$ cat config.mk
export PLATFORM = sky130hd
export DESIGN_NAME = shift_register_universal
export DESIGN_NICKNAME = d
export VERILOG_FILES = /design/src/rtl/shift_register_universal_pkg.sv /design/src/rtl/shift_register_universal_mod_counter.sv /design/src/rtl/shift_register_universal.sv
export SDC_FILE = /design/constraint.sdc
export NUM_CORES = 1
export LEC_CHECK = 0
export CORE_MARGIN = 3
export CORE_UTILIZATION = 36
export DETAILED_ROUTE_END_ITERATION = 8
export PLACE_DENSITY = 0.83
export SYNTH_ARGS = -nofsm -noshare
export SYNTH_HDL_FRONTEND = slang
export SYNTH_SLANG_ARGS = --single-unit
$ cat constraint.sdc
create_clock -name clk -period 1.1 [get_ports clk]
set_input_delay 0.33 -clock clk [delete_from_list [all_inputs] [get_ports clk]]
set_output_delay 0.33 -clock clk [all_outputs]
set_load 0.05 [all_outputs]
$ cat src/rtl/shift_register_universal_pkg.sv
// Shared definitions for the universal shift register.
//   - i_mode encodings (hold / shift right / shift left / parallel load)
//   - cnt_width(): width of a counter that holds the values 0..bits
package shift_register_universal_pkg;

  localparam logic [1:0] SR_HOLD  = 2'b00;
  localparam logic [1:0] SR_RIGHT = 2'b01;
  localparam logic [1:0] SR_LEFT  = 2'b10;
  localparam logic [1:0] SR_LOAD  = 2'b11;

  function automatic int cnt_width(input int bits);
    return $clog2(bits + 1);
  endfunction

endpackage

$ cat src/rtl/shift_register_universal_mod_counter.sv
// mod_counter: modulo-MOD up counter with a registered wrap pulse.
// Ports:
//   clk      system clock
//   i_rst_n  asynchronous active-low reset
//   i_sclr   synchronous clear (count to 0, no wrap pulse)
//   i_inc    advance the count by one
//   o_cnt    current count, 0..MOD-1
//   o_wrap   high for the one cycle after the count wrapped MOD-1 -> 0
module mod_counter #(
  parameter int MOD = 5,
  parameter int W   = 3
) (
  input  logic         clk,
  input  logic         i_rst_n,
  input  logic         i_sclr,
  input  logic         i_inc,
  output logic [W-1:0] o_cnt,
  output logic         o_wrap
);

  localparam logic [W-1:0] LAST = W'(MOD - 1);

  always_ff @(posedge clk or negedge i_rst_n) begin
    if (!i_rst_n) begin
      o_cnt  <= '0;
      o_wrap <= 1'b0;
    end else if (i_sclr) begin
      o_cnt  <= '0;
      o_wrap <= 1'b0;
    end else if (i_inc) begin
      if (o_cnt == LAST) begin
        o_cnt  <= '0;
        o_wrap <= 1'b1;
      end else begin
        o_cnt  <= o_cnt + 1'b1;
        o_wrap <= 1'b0;
      end
    end else begin
      o_wrap <= 1'b0;
    end
  end

endmodule

$ cat src/rtl/shift_register_universal.sv
// shift_register_universal: BITS-wide register with hold, right shift,
// left shift and parallel load, plus a word counter that strobes once
// every BITS shifts since the last load or clear. BITS must be >= 2.
// Ports:
//   clk           system clock
//   i_rst_n       asynchronous active-low reset
//   i_sclr        synchronous clear (beats enable and mode)
//   i_en          clock enable for mode operations
//   i_mode        00 hold, 01 shift right, 10 shift left, 11 load
//   i_dat_r       serial in at the MSB on a right shift
//   i_dat_l       serial in at the LSB on a left shift
//   i_load        parallel load value
//   o_data        register contents
//   o_sout_r      o_data[0], bit lost on the next right shift
//   o_sout_l      o_data[BITS-1], bit lost on the next left shift
//   o_cnt         shifts completed in the current word
//   o_word_valid  one-cycle strobe after the BITS-th shift of a word
module shift_register_universal
  import shift_register_universal_pkg::*;
#(
  parameter int              BITS      = 5,
  parameter logic [BITS-1:0] RESET_VAL = '0,
  parameter int              CNT_W     = cnt_width(BITS)
) (
  input  logic             clk,
  input  logic             i_rst_n,
  input  logic             i_sclr,
  input  logic             i_en,
  input  logic [1:0]       i_mode,
  input  logic             i_dat_r,
  input  logic             i_dat_l,
  input  logic [BITS-1:0]  i_load,
  output logic [BITS-1:0]  o_data,
  output logic             o_sout_r,
  output logic             o_sout_l,
  output logic [CNT_W-1:0] o_cnt,
  output logic             o_word_valid
);

  logic do_shift;
  logic do_load;
  logic cnt_clr;

  assign do_shift = i_en && ((i_mode == SR_RIGHT) || (i_mode == SR_LEFT));
  assign do_load  = i_en && (i_mode == SR_LOAD);

  // A load restarts the word, so it clears the counter on the same edge
  // and suppresses any wrap that would otherwise have happened.
  assign cnt_clr  = i_sclr || do_load;

  always_ff @(posedge clk or negedge i_rst_n) begin
    if (!i_rst_n) begin
      o_data <= RESET_VAL;
    end else if (i_sclr) begin
      o_data <= RESET_VAL;
    end else if (i_en) begin
      case (i_mode)
        SR_RIGHT: o_data <= {i_dat_r, o_data[BITS-1:1]};
        SR_LEFT:  o_data <= {o_data[BITS-2:0], i_dat_l};
        SR_LOAD:  o_data <= i_load;
        default:  o_data <= o_data;
      endcase
    end
  end

  mod_counter #(
    .MOD (BITS),
    .W   (CNT_W)
  ) u_word_cnt (
    .clk     (clk),
    .i_rst_n (i_rst_n),
    .i_sclr  (cnt_clr),
    .i_inc   (do_shift),
    .o_cnt   (o_cnt),
    .o_wrap  (o_word_valid)
  );

  assign o_sout_r = o_data[0];
  assign o_sout_l = o_data[BITS-1];

endmodule
==> run metrics, run 1 <==
Clk Latency, worst-skew pair=0.26 ns; Gate Count Post-Synth=57; Yosys top cell by area=dfrtp_1; die height=45.0 µm; Worst VDD drop=0.605 mV; post-synthesis sequential area ratio=41.1%; pre-CTS WS=-0.892 ns; Synth warnings=0; share of cells above drive strength 1=67.3%; Final Hold Fails=0; Setup violations, final=19; CP Data Arrival Time=0.93 ns; post-route setup TNS=-1.72 ns; failing checks=setup timing; I/O Pins=24; Slew @ Worst Pin=0.345 ns; status=finished with violations; Worst Skew=0.00447 ns; width of the die=45.0 µm; DRC=0; R2R Path End=u_word_cnt.o_cnt[2]; initial core utilization=40.1%; GR Overflow Total=0; via count=667; design area=1210 µm²; min setup slack post-route=-0.165 ns; nets=120; FILL cells=63; r2r setup slk=-0.13 ns; clk slew on worst S/H paths=0.07 ns; max cap viols=0; Synth Register Bits=9; Peak Freq=0.791 GHz; WP data required=0.77 ns; area of the multi-input gates=395 µm²; area grow syn2layout=120%; CP Capture Type=primary output; vias per cell=5.75; IO Port Bufs=23; path type of the worst min-delay path=input port to asynchronous set/reset pin; DP HPWL=1310 µm; CTS tree=done; synthesized area per cell=9.61 µm²; CTS Hold Buffers Added=0; wire per inst=17.3 µm; Worst Reg-to-Reg Cells=4; CTS Buffer Depth=2; ratio of final minimum period to clock period=115%; die area=2030 µm²; RSZ-0062 raised after global routing=yes; Critical Path Fanout Max=2; Mapped Nets=75; Tmin final=1.26 ns; P_leak=0.000501 µW; Clock Sinks=9; synthesized cell area=548 µm²; Diodes inserted=0; Max-Slew Margin vs Limit=77.0%; Pre-antenna DRT Iters=4; H-Tree Level Count=1; Area contributors post-synth=dfrtp_1, ha_1, a311oi_1, a22oi_1, nor2_1; vias in the first global route=680; cell area after placement=997 µm²; Reg area=235 µm²; Tot GR Track Use=21.9%; Routed Antenna Nets=0; Yosys cell types=18; Worst R2R Start=u_word_cnt.o_cnt[1]; Routability Congestion=0.796; top cell type's share of synthesized area=41.1%; core area=1370 µm²; Routed WL=2000 µm; Root Driver=clkbuf_4; antenna violations before repair=0; number of buffers created by CTS=3; first-pass GRT wire length=3080 µm; PwrDens=945 nW/µm²; std cell rows=13; Slew Limit Fails=0; Fin Hold WS=0.345 ns; CP Launch Type=flip-flop; largest net degree at the start of global routing=10; initial DRC count=16; Setup CP Type=flip-flop to primary output
-- power breakdown --
part / total, µW / leakage, µW / internal, µW / switching, µW
sequential: 378 / 0.000110 / 353 / 25.0
combinational: 493 / 0.000376 / 255 / 238
clock: 270 / 0.0000150 / 140 / 130
-- worst max path at each step --
stage / from / endpoint / slack (ns) / cells after the start
floorplan: i_mode[0] / o_data[0] / -0.18 / 5
global placement: i_mode[0] / o_data[3] / -0.78 / 5
detailed placement: i_mode[1] / o_data[3] / -0.89 / 6
CTS: u_word_cnt.o_cnt[1] / o_cnt[1] / -0.16 / 2
global route: u_word_cnt.o_cnt[1] / o_cnt[1] / -0.18 / 2
finish: u_word_cnt.o_cnt[1] / o_cnt[1] / -0.16 / 2
-- what timing repair did --
action                                  in CTS  in global routing
buffers inserted                             8                  0
pin swaps                                   11                 10
endpoints found under the setup margin      20                 20
gates resized for setup                     27                 19
cloned                                       1                  0
-- cells in the mapped netlist, drive strengths merged --
cell type and number:
dfrtp 9, nor2 8, nand2 7, a22oi 5
a311oi 5, ha 5, buf 4, inv 4
a21oi 2, a21o 1, mux2i 1, nand2b 1
nand3b 1, nor3 1, o21ai 1, o31a 1
or3b 1
-- registers in the layout, summed over array words and instances, names as in the netlist --
register	count
u_word_cnt.o_wrap	1
o_data	5
u_word_cnt.o_cnt	3
-- kinds of logic after synthesis --
group	after synthesis	synth area share [%]
adder cells (fa/ha/maj)	5	11.4
flip-flops	9	41.1
AO/OA/AOI/OAI	15	20.8
multiplexers	1	1.83
buffers and inverters	8	9.59
AND/OR/NAND/NOR	19	15.3
-- final cells by class --
type,count,area share (%)
flip-flops and latches,9,19.5
repair buffers,43,42.3
multi-input cells,41,32.8
inverters,4,1.66
clock buffers,4,2.18
well taps,15,1.56
-- routing by layer --
layer | track usage (%) | part of all wire (%)
met1 | 25.7 | 43
met4 | 14.0 | 1.7
met3 | 3.59 | 3.9
met2 | 36.4 | 51
met5 | 0 | 0
-- through the flow --
stage                     utilization, %  std cells  power [µW]
final                               88.3        116        1140
after global routing                88.3        116        1180
after CTS                           82.9        116        1090
after detailed placement            73.0        103         780
after global placement              73.0        103         768
after floorplan                        -         57         563
-- placed cells by master (no fill, tap or decap), drive strengths merged --
| cell type | instances |
|---|---|
| a22oi | 5 |
| nand2b | 1 |
| ha | 5 |
| a21o | 1 |
| clkbuf | 4 |
| nand2 | 7 |
| clkdlybuf4s50 | 9 |
| mux2i | 1 |
| buf | 33 |
| or3b | 1 |
| dlygate4sd2 | 1 |
| nor2 | 8 |
| nand3b | 1 |
| nor3 | 1 |
| o31a | 2 |
| inv | 4 |
| o21ai | 1 |
| a311oi | 5 |
| dfrtp | 9 |
| a21oi | 2 |
-- critical path, cell delays in order (launching register included) --
cell,delay (ns)
dfrtp_2,0.41
buf_6,0.12
buf_12,0.14
Note: power is estimated with default switching activity, not from simulation.
==> run 2, diff against run 1 <==
- CTS_CLUSTER_SIZE: not set -> 12
==> results of run 2 <==
No change in the layout: final DEF, timing and power equal those of run 1.
